**src/rtl/sid_audio_out.sv**
```systemverilog
// sid_audio_out: SID voice back end. Mixes three 12-bit voice samples with a
// single time-multiplexed adder, scales by a 4-bit master volume using a
// 4-step shift-add multiply, and plays the result as a 1-bit audio stream.
// A new mix is captured every frame of 2^PWM_BITS clocks. Each result is
// applied to the output one frame later, at a frame boundary.
// Optional build macro SID_SIGMA_DELTA_EN replaces the PWM comparator with a
// first-order sigma-delta modulator. Frame and mix timing are unchanged.
module sid_audio_out #(
  parameter int PWM_BITS = 10
) (
  input  logic                clk,
  input  logic                rst_n,
  input  logic [11:0]         sample1,
  input  logic [11:0]         sample2,
  input  logic [11:0]         sample3,
  input  logic [3:0]          volume,
  input  logic                voice3_off,
  output logic [PWM_BITS-1:0] level,
  output logic                mix_valid,
  output logic                pwm_out
);

  typedef enum logic [3:0] {
    IDLE, SUM1, SUM2, SUM3, MUL0, MUL1, MUL2, MUL3, DONE
  } state_t;

  state_t              state_reg, state_next;
  logic [PWM_BITS-1:0] counter_reg;
  logic [11:0]         s1_reg, s2_reg, s3_reg;
  logic [3:0]          vol_reg;
  logic                v3off_reg;
  logic [13:0]         acc_reg;
  logic [17:0]         prod_reg;
  logic [PWM_BITS-1:0] result_reg;
  logic [PWM_BITS-1:0] level_reg;
  logic                pwm_reg;

  // Shared adder operands, steered by the mix FSM
  logic [17:0] add_a, add_b, add_sum;
  logic [1:0]  mul_idx;
  logic        capture;
  logic [17:0] acc_ext;

  assign add_sum = add_a + add_b;
  assign acc_ext = {4'b0, acc_reg};

  // Mix FSM state register
  always_ff @(posedge clk or negedge rst_n) begin
    if (!rst_n) state_reg <= IDLE;
    else        state_reg <= state_next;
  end

  // Next-state logic, adder operand selection and the mix_valid pulse
  always_comb begin
    state_next = state_reg;
    mix_valid  = 1'b0;
    capture    = 1'b0;
    add_a      = '0;
    add_b      = '0;
    mul_idx    = 2'd0;
    case (state_reg)
      IDLE: begin
        if (counter_reg == '0) begin
          capture    = 1'b1;
          state_next = SUM1;
        end
      end
      SUM1: begin
        add_b      = {6'b0, s1_reg};
        state_next = SUM2;
      end
      SUM2: begin
        add_a      = acc_ext;
        add_b      = {6'b0, s2_reg};
        state_next = SUM3;
      end
      SUM3: begin
        add_a      = acc_ext;
        add_b      = v3off_reg ? 18'd0 : {6'b0, s3_reg};
        state_next = MUL0;
      end
      MUL0: begin mul_idx = 2'd0; state_next = MUL1; end
      MUL1: begin mul_idx = 2'd1; state_next = MUL2; end
      MUL2: begin mul_idx = 2'd2; state_next = MUL3; end
      MUL3: begin mul_idx = 2'd3; state_next = DONE; end
      DONE: begin
        mix_valid  = 1'b1;
        state_next = IDLE;
      end
      default: state_next = IDLE;
    endcase
    // One volume bit per MUL step, LSB first: add acc shifted by bit weight
    if (state_reg == MUL0 || state_reg == MUL1 ||
        state_reg == MUL2 || state_reg == MUL3) begin
      add_a = prod_reg;
      add_b = vol_reg[mul_idx] ? (acc_ext << mul_idx) : 18'd0;
    end
  end

  // Mix datapath: input capture, accumulate, multiply, latch result
  always_ff @(posedge clk or negedge rst_n) begin
    if (!rst_n) begin
      s1_reg     <= '0;
      s2_reg     <= '0;
      s3_reg     <= '0;
      vol_reg    <= '0;
      v3off_reg  <= 1'b0;
      acc_reg    <= '0;
      prod_reg   <= '0;
      result_reg <= '0;
    end else begin
      if (capture) begin
        s1_reg    <= sample1;
        s2_reg    <= sample2;
        s3_reg    <= sample3;
        vol_reg   <= volume;
        v3off_reg <= voice3_off;
        acc_reg   <= '0;
        prod_reg  <= '0;
      end
      case (state_reg)
        SUM1, SUM2, SUM3:       acc_reg    <= add_sum[13:0];
        MUL0, MUL1, MUL2, MUL3: prod_reg   <= add_sum;
        DONE:                   result_reg <= prod_reg[17 -: PWM_BITS];
        default: ;
      endcase
    end
  end

  // Frame counter and frame-boundary duty update
  always_ff @(posedge clk or negedge rst_n) begin
    if (!rst_n) begin
      counter_reg <= '0;
      level_reg   <= '0;
    end else begin
      counter_reg <= counter_reg + 1'b1;
      if (counter_reg == '0) level_reg <= result_reg;
    end
  end

`ifdef SID_SIGMA_DELTA_EN
  // Sigma-delta: the residue register holds the low bits of the accumulator;
  // its carry bit is registered directly as pwm_out.
  logic [PWM_BITS-1:0] sd_acc_reg;
  logic [PWM_BITS:0]   sd_sum;
  assign sd_sum = {1'b0, sd_acc_reg} + {1'b0, level_reg};

  // First-order modulator: carry out of the running sum is the output bit
  always_ff @(posedge clk or negedge rst_n) begin
    if (!rst_n) begin
      sd_acc_reg <= '0;
      pwm_reg    <= 1'b0;
    end else begin
      sd_acc_reg <= sd_sum[PWM_BITS-1:0];
      pwm_reg    <= sd_sum[PWM_BITS];
    end
  end
`else
  // Comparator PWM: high while the frame counter is below the duty value
  always_ff @(posedge clk or negedge rst_n) begin
    if (!rst_n) pwm_reg <= 1'b0;
    else        pwm_reg <= (counter_reg < level_reg);
  end
`endif

  assign level   = level_reg;
  assign pwm_out = pwm_reg;

endmodule

```
**config.mk**
```make
export PLATFORM = sky130hd
export DESIGN_NAME = sid_audio_out
export DESIGN_NICKNAME = d
export VERILOG_FILES = /design/src/rtl/sid_audio_out.sv
export SDC_FILE = /design/constraint.sdc
export NUM_CORES = 1
export LEC_CHECK = 0
export CORE_MARGIN = 2
export CORE_UTILIZATION = 40
export DETAILED_ROUTE_END_ITERATION = 16
export DONT_BUFFER_PORTS = 1
export HOLD_SLACK_MARGIN = 0.15
export SETUP_SLACK_MARGIN = 0.02
export SLEW_MARGIN = 15
export SYNTH_ARGS = -nofsm -noshare
export SYNTH_HDL_FRONTEND = slang
export SYNTH_SLANG_ARGS = --single-unit
```
**constraint.sdc**
```tcl
create_clock -name clk -period 7.05 [get_ports clk]
set_clock_uncertainty 0.05 [all_clocks]
set_input_delay 1.41 -clock clk [delete_from_list [all_inputs] [get_ports clk]]
set_output_delay 1.41 -clock clk [all_outputs]
set_load 0.1 [all_outputs]
```
==> report_table.html, run 1 <==
<table>
<tr><th>Metric</th><th>Value</th></tr>
<tr><th colspan="2">Finish</th></tr>
<tr><td>Antenna diode instance count</td><td>0</td></tr>
<tr><td>Layout cell share with drive strength beyond 1</td><td>19.3%</td></tr>
<tr><td>Flip-flop count of the largest register after layout</td><td>18</td></tr>
<tr><td>Post-Layout Inst Area</td><td>between 6000 and 7000 um^2</td></tr>
<tr><td>Final net count</td><td>615</td></tr>
<tr><td>Final core utilization</td><td>43.9%</td></tr>
<tr><td>Fin cells</td><td>736</td></tr>
<tr><td>Layout area overhead</td><td>7.98%</td></tr>
<tr><th colspan="2">Routing</th></tr>
<tr><td>Total detailed-routing wirelength</td><td>13,900 um</td></tr>
<tr><td>Routed wire length on met2</td><td>about 6500 um</td></tr>
<tr><td>WL met1</td><td>6410 um</td></tr>
<tr><td>Number of vias per cell after detailed routing</td><td>around 6</td></tr>
<tr><td>DRC</td><td>0</td></tr>
<tr><td>DR top layer</td><td>met4</td></tr>
<tr><td>Detailed-route via count</td><td>4,339</td></tr>
<tr><td>Iteration-0 DRC Markers</td><td>370</td></tr>
<tr><td>Detailed Routing Iterations Pass 1</td><td>7</td></tr>
<tr><td>Routed wl met3</td><td>roughly 840 um</td></tr>
<tr><td>Antenna-violating nets left</td><td>0</td></tr>
<tr><td>Wire per inst</td><td>~19 um</td></tr>
<tr><th colspan="2">Yosys</th></tr>
<tr><td>Top cell type by total area after synthesis</td><td>sky130_fd_sc_hd__dfrtp_1</td></tr>
<tr><td>Most common cell in the synthesized netlist</td><td>sky130_fd_sc_hd__dfrtp_1</td></tr>
<tr><td>Mux contribution to synthesized area</td><td>a little under a fifth</td></tr>
<tr><td>Share of flip-flops with an asynchronous set or reset after synthesis</td><td>100%</td></tr>
<tr><td>Simple-gate share of the synthesized area</td><td>11.9%</td></tr>
<tr><td>Synthesized instance count</td><td>556</td></tr>
<tr><td>Area share of the leading cell type in the synthesized netlist</td><td>43.9%</td></tr>
<tr><td>Share of the yosys chip area belonging to registers</td><td>43.9%</td></tr>
<tr><td>Share of synthesized cell area in full adder, half adder and majority cells</td><td>6.01%</td></tr>
<tr><td>Distinct cell type count after synthesis</td><td>roughly 50</td></tr>
<tr><td>Area of the mapped netlist</td><td>6160 um^2</td></tr>
<tr><td>Number of storage elements in the synthesis netlist</td><td>108</td></tr>
<tr><td>Synthesized-area fraction occupied by ao, oa, aoi and oai cells</td><td>12.9%</td></tr>
<tr><td>Post-synthesis area per instance</td><td>11.1 um^2</td></tr>
<tr><td>Dominant combinational cell family by area after synthesis</td><td>multiplexers</td></tr>
<tr><td>Total of warnings raised by yosys</td><td>0</td></tr>
<tr><td>Top post-synthesis cells by area</td><td>sky130_fd_sc_hd__dfrtp_1 44%, sky130_fd_sc_hd__mux2_4 9.5%, sky130_fd_sc_hd__ha_1 5.7%, sky130_fd_sc_hd__mux2_2 4.2%, sky130_fd_sc_hd__mux4_2 4.0%</td></tr>
<tr><td>Xor and xnor fraction of the mapped netlist area</td><td>2.84%</td></tr>
<tr><td>Net count of the mapped netlist</td><td>between 600 and 700</td></tr>
<tr><td>Number of synthesized flops with an enable pin</td><td>0</td></tr>
<tr><td>Predominant post-synthesis flop cell</td><td>sky130_fd_sc_hd__dfrtp_1</td></tr>
<tr><td>Most frequent cells after synthesis</td><td>108 x sky130_fd_sc_hd__dfrtp_1, 45 x sky130_fd_sc_hd__nand3_1, 39 x sky130_fd_sc_hd__mux2_4, 36 x sky130_fd_sc_hd__nand2_1, 36 x sky130_fd_sc_hd__o21ai_0</td></tr>
<tr><th colspan="2">Timing</th></tr>
<tr><td>Hold slack final</td><td>0.441 ns</td></tr>
<tr><td>Unrepaired setup endpoints after global routing</td><td>no</td></tr>
<tr><td>Min setup slack post-route</td><td>2.89 ns</td></tr>
<tr><td>Max frequency</td><td>between 0.2 and 0.25 GHz</td></tr>
<tr><td>Slew at the pin with the worst max-slew slack</td><td>1.13 ns</td></tr>
<tr><td>Aggregate negative setup slack</td><td>0 ns</td></tr>
<tr><td>Number of failing setup endpoints in the final timing report</td><td>0</td></tr>
<tr><td>Crit path time final</td><td>between 4 and 5 ns</td></tr>
<tr><td>Portion of the clock cycle consumed by the worst path in the final layout</td><td>59.0%</td></tr>
<tr><td>Worst max-slew margin expressed relative to the limit</td><td>24.9%</td></tr>
<tr><td>Final Slew Violations</td><td>0</td></tr>
<tr><td>Count of endpoints failing hold in the final timing report</td><td>0</td></tr>
<tr><th colspan="2">CTS</th></tr>
<tr><td>Cts repair resizes</td><td>0</td></tr>
<tr><td>Number of post-CTS setup repair buffers</td><td>0</td></tr>
<tr><td>Inserted Clock Buffers</td><td>9</td></tr>
<tr><td>TritonCTS clock tree</td><td>done</td></tr>
<tr><td>Maximum buffer depth of the clock tree</td><td>2</td></tr>
<tr><td>Num Clock Sinks</td><td>108</td></tr>
<tr><td>Count of H-tree levels built during CTS</td><td>3</td></tr>
<tr><td>Clock latency of the later-clocked register in the worst-skew pair</td><td>0.36 ns</td></tr>
<tr><td>Clock Root Buffer</td><td>sky130_fd_sc_hd__clkbuf_16</td></tr>
<tr><td>Hold buffers post-CTS</td><td>0</td></tr>
<tr><td>Register clock-pin slew on the reported worst setup and hold paths</td><td>~0.08 ns</td></tr>
<tr><th colspan="2">Place</th></tr>
<tr><td>Placed inst area</td><td>about 6300 um^2</td></tr>
<tr><td>DP Wirelength</td><td>9610 um</td></tr>
<tr><td>Last weighted congestion value of the routability-driven placer</td><td>0.919</td></tr>
<tr><td>Port Buffers</td><td>0</td></tr>
<tr><td>Placed cell count</td><td>720</td></tr>
<tr><td>Worst Setup Slack post-DPL</td><td>2.94 ns</td></tr>
<tr><th colspan="2">Die</th></tr>
<tr><td>Die width</td><td>128 um</td></tr>
<tr><td>Area of the core</td><td>15,100 um^2</td></tr>
<tr><td>Count of standard-cell rows</td><td>45</td></tr>
<tr><td>Vertical die dimension</td><td>128 um</td></tr>
<tr><td>Initial Utilization</td><td>40.7%</td></tr>
<tr><td>IO Count</td><td>between 50 and 60</td></tr>
<tr><td>Area enclosed by the die boundary</td><td>16,400 um^2</td></tr>
<tr><th colspan="2">Worst setup path</th></tr>
<tr><td>Arrival time worst endpoint</td><td>4.34 ns</td></tr>
<tr><td>Sequence of cells on the critical path</td><td>nand2b_1 -&gt; buf_4 -&gt; nor3_1 -&gt; nor2_1 -&gt; nor2_1 -&gt; nand2_1 -&gt; nand2_1 -&gt; ha_1 -&gt; a21o_1 -&gt; a21oi_1 -&gt; a21oi_1 -&gt; a2111oi_0 -&gt; nor4_1 -&gt; a311o_1</td></tr>
<tr><td>Slowest cell delay on critical path</td><td>between 0.5 and 0.6 ns</td></tr>
<tr><td>Biggest fanout along the worst timing path</td><td>43</td></tr>
<tr><td>Source of the worst register-to-register timing path</td><td>state_reg[3]</td></tr>
<tr><td>Start point of the critical path</td><td>state_reg[3]</td></tr>
<tr><td>Worst Path Required</td><td>7.24 ns</td></tr>
<tr><td>Slowest-stage cell, CP</td><td>sky130_fd_sc_hd__a2111oi_0</td></tr>
<tr><td>CP startpoint kind</td><td>flop</td></tr>
<tr><td>Crit. End Element</td><td>flop</td></tr>
<tr><td>Slack of the worst reg-to-reg path</td><td>between 2 and 3 ns</td></tr>
<tr><td>Setup CP Type</td><td>flop to flop</td></tr>
<tr><th colspan="2">Global route</th></tr>
<tr><td>Antenna violations before repair</td><td>0</td></tr>
<tr><td>Wire length of the first global-routing pass</td><td>around 23,000 um</td></tr>
<tr><td>Total global routing track utilization</td><td>17.6%</td></tr>
<tr><td>Via count of the first global-routing pass</td><td>4,275</td></tr>
<tr><td>Largest net degree at the start of global routing</td><td>roughly 110</td></tr>
<tr><td>GRT Residual Overflow</td><td>0</td></tr>
<tr><th colspan="2">Power and ir drop</th></tr>
<tr><td>Worst ir drop on vdd</td><td>between 100 and 150 uV</td></tr>
<tr><td>Static leakage</td><td>2.99 nW</td></tr>
<tr><td>Design Power</td><td>1.51 mW</td></tr>
<tr><td>Cell area power density</td><td>227 nW/um^2</td></tr>
<tr><th colspan="2">Worst hold path</th></tr>
<tr><td>Worst Hold Launch</td><td>prod_reg[17]</td></tr>
<tr><td>Worst hold path type</td><td>flop to flop</td></tr>
<tr><th colspan="2">Outcome</th></tr>
<tr><td>Run status</td><td>completed</td></tr>
<tr><th colspan="2">Run</th></tr>
<tr><td>Max-cap violations</td><td>0</td></tr>
</table>
-- final timing paths --
path | to | cells after the start
min in group asynchronous | counter_reg[8] | 0
setup reg to reg | prod_reg[14] | 14
setup / recovery | prod_reg[14] | 14
max in group asynchronous | s3_reg[7] | 0
hold / removal | prod_reg[17] | 1
hold reg to reg | prod_reg[17] | 1
-- placed cells by master, fill, tap and decap left out, drive strengths merged, types with 2 or more instances in the layout --
cell    count
o21a        2
a31oi       7
buf         9
o31ai       4
nor2b       6
mux2       62
and3        4
nand4       3
and2        4
nor2       25
nand2      36
clkinv      3
a22o       14
nand3      45
nor4        5
or4         2
a21o        8
ha         28
xnor2      16
mux2i       6
nand2b      9
or3         2
dfrtp     108
inv        22
o211ai      3
clkbuf      9
o21ai      37
xor2        4
a21oi      21
mux4       11
a222oi     12
nor3        4
or2         2
-- layout make-up --
class | count | area [um^2]
multi-input combinational | 396 | 3250
clock inverter | 7 | 80.1
tap | 188 | 235
fill | 1376 | 8490
timing repair buffer | 9 | 87.6
clock buffer | 9 | 225
inverter | 19 | 71.3
sequential | 108 | 2700
-- power by group --
| group | total (mW) | switching, mW | internal, mW |
|---|---|---|---|
| clock | 0.509 | 0.256 | 0.253 |
| combinational | 0.152 | 0.0485 | 0.103 |
| sequential | 0.847 | 0.116 | 0.730 |
| total | 1.51 | 0.421 | 1.09 |
-- logic make-up after synthesis --
kind of cell | Yosys count
buffers and inverters | 52
AOI/OAI and AO/OA | 118
xor gates and xnor gates | 20
and+or+nand+nor | 150
adders and majority gates | 29
DFF | 108
muxes | 79
-- critical path: cells and delay by family (launching register included) --
family	cells	cell delay, ns
compound gates	5	1.47
simple gates	7	1.43
flops	1	0.52
fa+ha+maj	1	0.29
buf+inv	1	0.27
-- routing by layer --
| metal | global-route usage, % | vias to the layer above |
|---|---|---|
| met5 | 0 | - |
| met4 | 4.14 | 0 |
| met3 | 4.22 | 14 |
| met2 | 27.7 | 131 |
| met1 | 24.6 | 2164 |
| li1 | - | 2030 |
Power figures use the tool's default switching activity.
==> run 2, diff against run 1 <==
clock period = 3.35 ns   (was 7.05 ns; I/O delays follow)
==> run 2 against run 1 <==
  * Via count is 6.3% higher
  * Flip-flop and latch count stayed put
  * Non-clock buffer count is 53 higher
  * Critical path depth is 1 lower
  * Total power is 120% higher
  * Sequential power is 110% higher
  * Critical path type unchanged
==> report_table.html, run 2 (synthesis gave the netlist of run 1 again) <==
<table>
<tr><th>Metric</th><th>Value</th></tr>
<tr><th colspan="2">Global route</th></tr>
<tr><td>Total global routing track utilization</td><td>18.9% (+1.3 points)</td></tr>
<tr><td>Antenna violations before repair</td><td>0 (unchanged)</td></tr>
<tr><td>Largest net degree at the start of global routing</td><td>109 (unchanged)</td></tr>
<tr><td>GRT Residual Overflow</td><td>0 (unchanged)</td></tr>
<tr><td>Wire length of the first global-routing pass</td><td>24,200 um (+6.4%)</td></tr>
<tr><td>Via count of the first global-routing pass</td><td>4,528 (+5.9%)</td></tr>
<tr><th colspan="2">CTS</th></tr>
<tr><td>Count of H-tree levels built during CTS</td><td>3 (unchanged)</td></tr>
<tr><td>Num Clock Sinks</td><td>108 (unchanged)</td></tr>
<tr><td>Clock latency of the later-clocked register in the worst-skew pair</td><td>0.36 ns (about the same)</td></tr>
<tr><td>Clock Root Buffer</td><td>sky130_fd_sc_hd__clkbuf_16</td></tr>
<tr><td>Register clock-pin slew on the reported worst setup and hold paths</td><td>0.07 ns (about the same)</td></tr>
<tr><td>TritonCTS clock tree</td><td>done</td></tr>
<tr><td>Inserted Clock Buffers</td><td>9 (unchanged)</td></tr>
<tr><td>Maximum buffer depth of the clock tree</td><td>2 (unchanged)</td></tr>
<tr><th colspan="2">Routing</th></tr>
<tr><td>Iteration-0 DRC Markers</td><td>420 (+14%)</td></tr>
<tr><td>Detailed Routing Iterations Pass 1</td><td>5 (-2)</td></tr>
<tr><td>Detailed-route via count</td><td>4,613 (+6.3%)</td></tr>
<tr><td>Routed wl met3</td><td>811 um (-3.0%)</td></tr>
<tr><td>WL met1</td><td>7130 um (+11%)</td></tr>
<tr><td>Number of vias per cell after detailed routing</td><td>5.85 (-0.83%)</td></tr>
<tr><td>Routed wire length on met2</td><td>7130 um (+9.8%)</td></tr>
<tr><td>Antenna-violating nets left</td><td>0 (unchanged)</td></tr>
<tr><td>DRC</td><td>0 (unchanged)</td></tr>
<tr><td>Total detailed-routing wirelength</td><td>15,500 um (+12%)</td></tr>
<tr><td>DR top layer</td><td>met4</td></tr>
<tr><td>Wire per inst</td><td>19.6 um (+4.0%)</td></tr>
<tr><th colspan="2">Place</th></tr>
<tr><td>Last weighted congestion value of the routability-driven placer</td><td>0.866 (-5.7%)</td></tr>
<tr><td>Port Buffers</td><td>0 (unchanged)</td></tr>
<tr><td>DP Wirelength</td><td>10,500 um (+8.9%)</td></tr>
<tr><th colspan="2">Worst setup path</th></tr>
<tr><td>Arrival time worst endpoint</td><td>3.55 ns (-0.79 ns)</td></tr>
<tr><td>Slowest-stage cell, CP</td><td>sky130_fd_sc_hd__dfrtp_2</td></tr>
<tr><td>Crit. End Element</td><td>flop</td></tr>
<tr><td>Number of cells traversed by the worst register-to-register path</td><td>13 (-1)</td></tr>
<tr><td>Source of the worst register-to-register timing path</td><td>state_reg[0]</td></tr>
<tr><td>Slowest cell delay on critical path</td><td>0.51 ns (-0.08 ns)</td></tr>
<tr><td>Worst path top cell family by delay</td><td>compound AO/OA/AOI/OAI gates</td></tr>
<tr><td>Setup CP Type</td><td>flop to flop</td></tr>
<tr><td>CP startpoint kind</td><td>flop</td></tr>
<tr><td>Reg-to-reg endpoint</td><td>acc_reg[9]</td></tr>
<tr><td>Worst Path Required</td><td>3.59 ns (-3.65 ns)</td></tr>
<tr><td>Buffers &amp; Inverters on Critical Path</td><td>3 (+2)</td></tr>
<tr><td>Sequence of cells on the critical path</td><td>and3_4 -&gt; buf_6 -&gt; a222oi_1 -&gt; nand2_1 -&gt; ha_4 -&gt; buf_4 -&gt; nand3_1 -&gt; o211ai_1 -&gt; a31o_2 -&gt; a21oi_1 -&gt; buf_4 -&gt; or3_1 -&gt; nand3_1</td></tr>
<tr><td>Biggest fanout along the worst timing path</td><td>7 (-84%)</td></tr>
<tr><td>Slack of the worst reg-to-reg path</td><td>0.04 ns (-2.85 ns)</td></tr>
<tr><th colspan="2">Timing</th></tr>
<tr><td>Final Slew Violations</td><td>0 (unchanged)</td></tr>
<tr><td>Unrepaired setup endpoints after global routing</td><td>yes</td></tr>
<tr><td>Count of endpoints failing hold in the final timing report</td><td>0 (unchanged)</td></tr>
<tr><td>Number of failing setup endpoints in the final timing report</td><td>0 (unchanged)</td></tr>
<tr><td>Slew at the pin with the worst max-slew slack</td><td>0.958 ns (-0.169 ns)</td></tr>
<tr><td>Portion of the clock cycle consumed by the worst path in the final layout</td><td>98.9% (+40 points)</td></tr>
<tr><td>Hold slack final</td><td>0.200 ns (-0.242 ns)</td></tr>
<tr><td>Crit path time final</td><td>3.31 ns (-0.845 ns)</td></tr>
<tr><td>Worst max-slew margin expressed relative to the limit</td><td>36.1% (+11 points)</td></tr>
<tr><td>Max frequency</td><td>0.302 GHz (+26%)</td></tr>
<tr><th colspan="2">Finish</th></tr>
<tr><td>Final net count</td><td>668 (+8.6%)</td></tr>
<tr><td>Most common cell after layout, fill and taps aside</td><td>sky130_fd_sc_hd__dfrtp_1</td></tr>
<tr><td>Flip-flop count of the largest register after layout</td><td>18 (unchanged)</td></tr>
<tr><td>Antenna diode instance count</td><td>0 (unchanged)</td></tr>
<tr><td>Final core utilization</td><td>48.1% (+4.2 points)</td></tr>
<tr><td>Layout cell share with drive strength beyond 1</td><td>31.4% (+12 points)</td></tr>
<tr><td>Layout area overhead</td><td>18.2%</td></tr>
<tr><td>Top library cells by usage in the layout, fill and taps aside</td><td>105 x sky130_fd_sc_hd__dfrtp_1, 52 x sky130_fd_sc_hd__buf_4, 43 x sky130_fd_sc_hd__nand3_1, 39 x sky130_fd_sc_hd__mux2_4, 34 x sky130_fd_sc_hd__nand2_1</td></tr>
<tr><th colspan="2">Die</th></tr>
<tr><td>Count of standard-cell rows</td><td>45 (unchanged)</td></tr>
<tr><td>Initial Utilization</td><td>40.7% (unchanged)</td></tr>
<tr><td>Vertical die dimension</td><td>128 um (unchanged)</td></tr>
<tr><td>Die width</td><td>128 um (unchanged)</td></tr>
<tr><td>Area of the core</td><td>15,100 um^2 (unchanged)</td></tr>
<tr><td>Area enclosed by the die boundary</td><td>16,400 um^2 (unchanged)</td></tr>
<tr><td>IO Count</td><td>55 (unchanged)</td></tr>
<tr><th colspan="2">Power and ir drop</th></tr>
<tr><td>Static leakage</td><td>3.34 nW (+12%)</td></tr>
<tr><td>Design Power</td><td>3.25 mW (+120%)</td></tr>
<tr><td>Cell area power density</td><td>446 nW/um^2 (+97%)</td></tr>
<tr><td>Worst ir drop on vdd</td><td>267 uV (+93%)</td></tr>
<tr><th colspan="2">Worst hold path</th></tr>
<tr><td>Worst hold path type</td><td>input pin to asynchronous set/reset pin</td></tr>
<tr><th colspan="2">Run</th></tr>
<tr><td>Max-cap violations</td><td>0 (unchanged)</td></tr>
<tr><th colspan="2">Outcome</th></tr>
<tr><td>Run status</td><td>completed</td></tr>
</table>
-- run 2: cell types whose count changed in the layout (fill, tap and decap cells not counted), sizes merged --
cell,change
buf,+53
bufinv,+1
clkbuf,+1
clkinv,-1
clkinvlp,-1
-- run 2: through the flow --
step	area, um^2	TNS, ns	std cells	worst slack (ns)
global placement	6660	-0.382	757	-0.0652
CTS	7020	0	776	0.0321
finish	7290	0	789	0.0366
global route	7290	-0.364	789	-0.0631
detailed placement	6660	-0.629	757	-0.105
floorplan	6170	0	556	0.0426
-- run 2: power by group --
part | total (mW) | internal [mW] | switching [mW] | leakage (nW)
clock | 1.12 | 0.597 | 0.525 | 0.151
sequential | 1.77 | 1.54 | 0.236 | 1.31
combinational | 0.358 | 0.224 | 0.133 | 1.88
total | 3.25 | 2.36 | 0.895 | 3.34
-- run 2: worst register-to-register path, stage by stage, from the launching register on --
cell	delay, ns
sky130_fd_sc_hd__dfrtp_2	0.51
sky130_fd_sc_hd__and3_4	0.26
sky130_fd_sc_hd__buf_6	0.15
sky130_fd_sc_hd__a222oi_1	0.44
sky130_fd_sc_hd__nand2_1	0.19
sky130_fd_sc_hd__ha_4	0.31
sky130_fd_sc_hd__buf_4	0.13
sky130_fd_sc_hd__nand3_1	0.08
sky130_fd_sc_hd__o211ai_1	0.27
sky130_fd_sc_hd__a31o_2	0.23
sky130_fd_sc_hd__a21oi_1	0.07
sky130_fd_sc_hd__buf_4	0.15
sky130_fd_sc_hd__or3_1	0.34
sky130_fd_sc_hd__nand3_1	0.08
-- run 2: routing by layer --
layer | vias up | GRT usage (%)
met5 | - | 0
met4 | 0 | 7.05
met3 | 28 | 4.13
met2 | 130 | 28.0
met1 | 2321 | 27.1
li1 | 2134 | -
-- run 2: final cells by class --
class                           instances  area [um^2]
Tap cell                              188          235
Inverter                               19         71.3
Clock inverter                          6         78.8
Clock buffer                           10          229
Timing Repair Buffer                   62          553
Sequential cell                       108         2710
Fill cell                            1353         7860
Multi-Input combinational cell        396         3410
-- run 2: how the worst max path moves through the flow --
stage	from	endpoint	slack, ns	cells past startpoint
after floorplan	state_reg[2]	prod_reg[14]	0.04	14
final	state_reg[0]	acc_reg[9]	0.04	13
after detailed placement	state_reg[3]	prod_reg[14]	-0.11	12
after global placement	state_reg[1]	prod_reg[14]	-0.07	12
after global routing	state_reg[1]	prod_reg[16]	-0.06	15
after CTS	state_reg[1]	prod_reg[14]	0.03	14
-- run 2: repair_timing --
item	4_1_cts	5_1_grt
setup endpoints to repair	13	18
buffers inserted	2	12
hold buffers	1	0
resized for setup	6	46
hold endpoints to repair	108	0
cloned	0	1
pin swaps	3	25
==> run 3, diff against run 2 <==
PLACE_DENSITY = 0.56   (was not set)
==> run 3 against run 2 <==
  * Die area unchanged
  * Combinational power grew 2%
  * Flip-flop and latch count stayed put
  * Cell count grew 0.25%
  * Via count fell by 2.4%
  * Critical endpoint is now acc_reg[10]
  * Largest cell class unchanged
==> report_table.html, run 3 (synthesis gave the netlist of run 1 again) <==
<table>
<tr><th>Metric</th><th>Value</th></tr>
<tr><th colspan="2">Outcome</th></tr>
<tr><td>Run status</td><td>completed</td></tr>
<tr><th colspan="2">Worst setup path</th></tr>
<tr><td>Sequence of cells on the critical path</td><td>buf_4 -&gt; nor4_4 -&gt; buf_4 -&gt; a222oi_1 -&gt; o21ai_1 -&gt; ha_1 -&gt; nor2b_4 -&gt; o2111ai_2 -&gt; a21oi_2 -&gt; buf_4 -&gt; o21a_4 -&gt; or4_1 -&gt; nand3_1</td></tr>
<tr><td>Worst Path Required</td><td>3.59 ns (about the same)</td></tr>
<tr><td>Slowest-stage cell, CP</td><td>sky130_fd_sc_hd__dfrtp_2</td></tr>
<tr><td>Setup CP Type</td><td>flop to flop</td></tr>
<tr><td>Buffers &amp; Inverters on Critical Path</td><td>3 (unchanged)</td></tr>
<tr><td>Most prevalent standard cell on the critical path</td><td>sky130_fd_sc_hd__buf_4</td></tr>
<tr><td>Reg-to-reg endpoint</td><td>acc_reg[10]</td></tr>
<tr><td>CP startpoint kind</td><td>flop</td></tr>
<tr><td>Biggest fanout along the worst timing path</td><td>6 (-1)</td></tr>
<tr><td>Number of cells traversed by the worst register-to-register path</td><td>13 (unchanged)</td></tr>
<tr><td>Source of the worst register-to-register timing path</td><td>state_reg[0]</td></tr>
<tr><td>Arrival time worst endpoint</td><td>3.48 ns (-0.07 ns)</td></tr>
<tr><td>Crit. End Element</td><td>flop</td></tr>
<tr><td>Worst path top cell family by delay</td><td>compound AO/OA/AOI/OAI gates</td></tr>
<tr><td>Slack of the worst reg-to-reg path</td><td>0.11 ns (+0.07 ns)</td></tr>
<tr><td>Slowest cell delay on critical path</td><td>0.46 ns (-0.05 ns)</td></tr>
<tr><th colspan="2">Finish</th></tr>
<tr><td>Layout area overhead</td><td>18.3% (about the same)</td></tr>
<tr><td>Top library cells by usage in the layout, fill and taps aside</td><td>104 x sky130_fd_sc_hd__dfrtp_1, 57 x sky130_fd_sc_hd__buf_4, 45 x sky130_fd_sc_hd__nand3_1, 39 x sky130_fd_sc_hd__mux2_4, 35 x sky130_fd_sc_hd__nand2_1</td></tr>
<tr><td>Layout cell share with drive strength beyond 1</td><td>31.8% (+0.39 points)</td></tr>
<tr><td>Post-Layout Inst Area</td><td>7290 um^2 (about the same)</td></tr>
<tr><td>Count of fill cells added during filler insertion</td><td>1,372 (+1.4%)</td></tr>
<tr><td>Final net count</td><td>670 (+0.30%)</td></tr>
<tr><td>Flip-flop count of the largest register after layout</td><td>18 (unchanged)</td></tr>
<tr><td>Final core utilization</td><td>48.1% (about the same)</td></tr>
<tr><td>Most common cell after layout, fill and taps aside</td><td>sky130_fd_sc_hd__dfrtp_1</td></tr>
<tr><td>Fin cells</td><td>791 (+0.25%)</td></tr>
<tr><td>Antenna diode instance count</td><td>0 (unchanged)</td></tr>
<tr><th colspan="2">Global route</th></tr>
<tr><td>Wire length of the first global-routing pass</td><td>24,200 um (-0.20%)</td></tr>
<tr><td>Total global routing track utilization</td><td>18.7% (-0.21 points)</td></tr>
<tr><td>GRT Residual Overflow</td><td>0 (unchanged)</td></tr>
<tr><td>Antenna violations before repair</td><td>0 (unchanged)</td></tr>
<tr><td>Met2 usage</td><td>27.4% (-0.57 points)</td></tr>
<tr><td>Via count of the first global-routing pass</td><td>4,525 (-0.066%)</td></tr>
<tr><td>Global routing usage on met3</td><td>3.96% (-0.17 points)</td></tr>
<tr><td>Global routing met1 resource utilization</td><td>27.5% (+0.39 points)</td></tr>
<tr><td>Largest net degree at the start of global routing</td><td>109 (unchanged)</td></tr>
<tr><td>Peak-usage layer in the global routing report</td><td>met1</td></tr>
<tr><th colspan="2">Die</th></tr>
<tr><td>Vertical die dimension</td><td>128 um (unchanged)</td></tr>
<tr><td>Area of the core</td><td>15,100 um^2 (unchanged)</td></tr>
<tr><td>Initial Utilization</td><td>40.7% (unchanged)</td></tr>
<tr><td>Count of standard-cell rows</td><td>45 (unchanged)</td></tr>
<tr><td>Die width</td><td>128 um (unchanged)</td></tr>
<tr><td>IO Count</td><td>55 (unchanged)</td></tr>
<tr><td>Area enclosed by the die boundary</td><td>16,400 um^2 (unchanged)</td></tr>
<tr><th colspan="2">Routing</th></tr>
<tr><td>Number of vias per cell after detailed routing</td><td>5.69 (-2.7%)</td></tr>
<tr><td>Antenna-violating nets left</td><td>0 (unchanged)</td></tr>
<tr><td>Detailed-route via count</td><td>4,500 (-2.4%)</td></tr>
<tr><td>Iteration-0 DRC Markers</td><td>451 (+7.4%)</td></tr>
<tr><td>DRC</td><td>0 (unchanged)</td></tr>
<tr><td>Wire per inst</td><td>18.4 um (-6.4%)</td></tr>
<tr><td>Total detailed-routing wirelength</td><td>14,600 um (-6.1%)</td></tr>
<tr><td>Detailed Routing Iterations Pass 1</td><td>5 (unchanged)</td></tr>
<tr><th colspan="2">Run</th></tr>
<tr><td>Max-cap violations</td><td>0 (unchanged)</td></tr>
<tr><th colspan="2">Power and ir drop</th></tr>
<tr><td>Cell area power density</td><td>441 nW/um^2 (-1.2%)</td></tr>
<tr><td>Worst ir drop on vdd</td><td>325 uV (+22%)</td></tr>
<tr><td>Static leakage</td><td>3.29 nW (-1.5%)</td></tr>
<tr><th colspan="2">Place</th></tr>
<tr><td>Placed cell count</td><td>761 (+0.53%)</td></tr>
<tr><td>Placed inst area</td><td>6660 um^2 (about the same)</td></tr>
<tr><td>Last weighted congestion value of the routability-driven placer</td><td>0.878 (+1.4%)</td></tr>
<tr><td>DP Wirelength</td><td>10,400 um (-1.0%)</td></tr>
<tr><td>Port Buffers</td><td>0 (unchanged)</td></tr>
<tr><th colspan="2">Timing</th></tr>
<tr><td>Worst max-slew margin expressed relative to the limit</td><td>24.5% (-12 points)</td></tr>
<tr><td>Slew at the pin with the worst max-slew slack</td><td>1.13 ns (+0.174 ns)</td></tr>
<tr><td>Final Slew Violations</td><td>0 (unchanged)</td></tr>
<tr><td>Max frequency</td><td>0.309 GHz (+2.3%)</td></tr>
<tr><td>Hold slack final</td><td>0.212 ns (+0.0121 ns)</td></tr>
<tr><td>Crit path time final</td><td>3.24 ns (-0.0735 ns)</td></tr>
<tr><td>Number of failing setup endpoints in the final timing report</td><td>0 (unchanged)</td></tr>
<tr><td>Portion of the clock cycle consumed by the worst path in the final layout</td><td>96.7% (-2.2 points)</td></tr>
<tr><td>Unrepaired setup endpoints after global routing</td><td>yes</td></tr>
<tr><td>Count of endpoints failing hold in the final timing report</td><td>0 (unchanged)</td></tr>
<tr><th colspan="2">CTS</th></tr>
<tr><td>Maximum buffer depth of the clock tree</td><td>2 (unchanged)</td></tr>
<tr><td>Clock latency of the later-clocked register in the worst-skew pair</td><td>0.35 ns (about the same)</td></tr>
<tr><td>TritonCTS clock tree</td><td>done</td></tr>
<tr><td>Clock Root Buffer</td><td>sky130_fd_sc_hd__clkbuf_16</td></tr>
<tr><td>Count of H-tree levels built during CTS</td><td>3 (unchanged)</td></tr>
<tr><td>Register clock-pin slew on the reported worst setup and hold paths</td><td>0.07 ns (about the same)</td></tr>
<tr><td>Num Clock Sinks</td><td>108 (unchanged)</td></tr>
<tr><td>Inserted Clock Buffers</td><td>9 (unchanged)</td></tr>
<tr><th colspan="2">Worst hold path</th></tr>
<tr><td>Worst hold path type</td><td>input pin to asynchronous set/reset pin</td></tr>
</table>
[run 3: how the worst max path moves through the flow]
| stage | from | to | slack (ns) | depth (start not counted) |
|---|---|---|---|---|
| 2_1_floorplan | state_reg[2] | prod_reg[14] | 0.04 | 14 |
| 3_3_place_gp | state_reg[1] | acc_reg[13] | -0.15 | 12 |
| 3_5_place_dp | state_reg[1] | prod_reg[14] | -0.16 | 11 |
| 4_1_cts | state_reg[2] | acc_reg[12] | 0.02 | 15 |
| 5_1_grt | state_reg[3] | acc_reg[12] | -0.05 | 15 |
| 6_report | state_reg[0] | acc_reg[10] | 0.11 | 13 |
[run 3: report_power, final]
part	switching [mW]	leakage (nW)	internal [mW]
Sequential	0.222	1.31	1.54
Clock	0.504	0.137	0.587
Combinational	0.134	1.85	0.230
[run 3: what timing repair did]
item,in CTS,in global routing
setup endpoints to repair,13,15
pin swaps,4,17
hold buffers,1,0
gates resized for setup,11,37
setup buffers,7,6
hold endpoints to repair,108,0
[run 3: per-layer routing]
metal	vias to the layer above	routed length (um)
met5	-	0
met4	0	238
met3	15	652
met2	92	6650
met1	2261	7010
li1	2132	-
[run 3: through the flow]
step	setup slack [ns]	total power, mW	TNS, ns
final	0.110	3.21	0
after global routing	-0.0527	3.40	-0.255
after CTS	0.0225	3.24	0
after detailed placement	-0.161	2.12	-0.861
after global placement	-0.152	2.10	-0.790
after floorplan	0.0426	1.98	0
[run 3: area by class of cell]
class,instances,area (um^2),area share (%)
clock buffer,10,229,3.14
clock inverter,6,72.6,0.996
inverter,19,73.8,1.01
multi-input combinational,396,3430,47.1
sequential,108,2710,37.2
tap,188,235,3.23
timing repair buffer,64,539,7.40
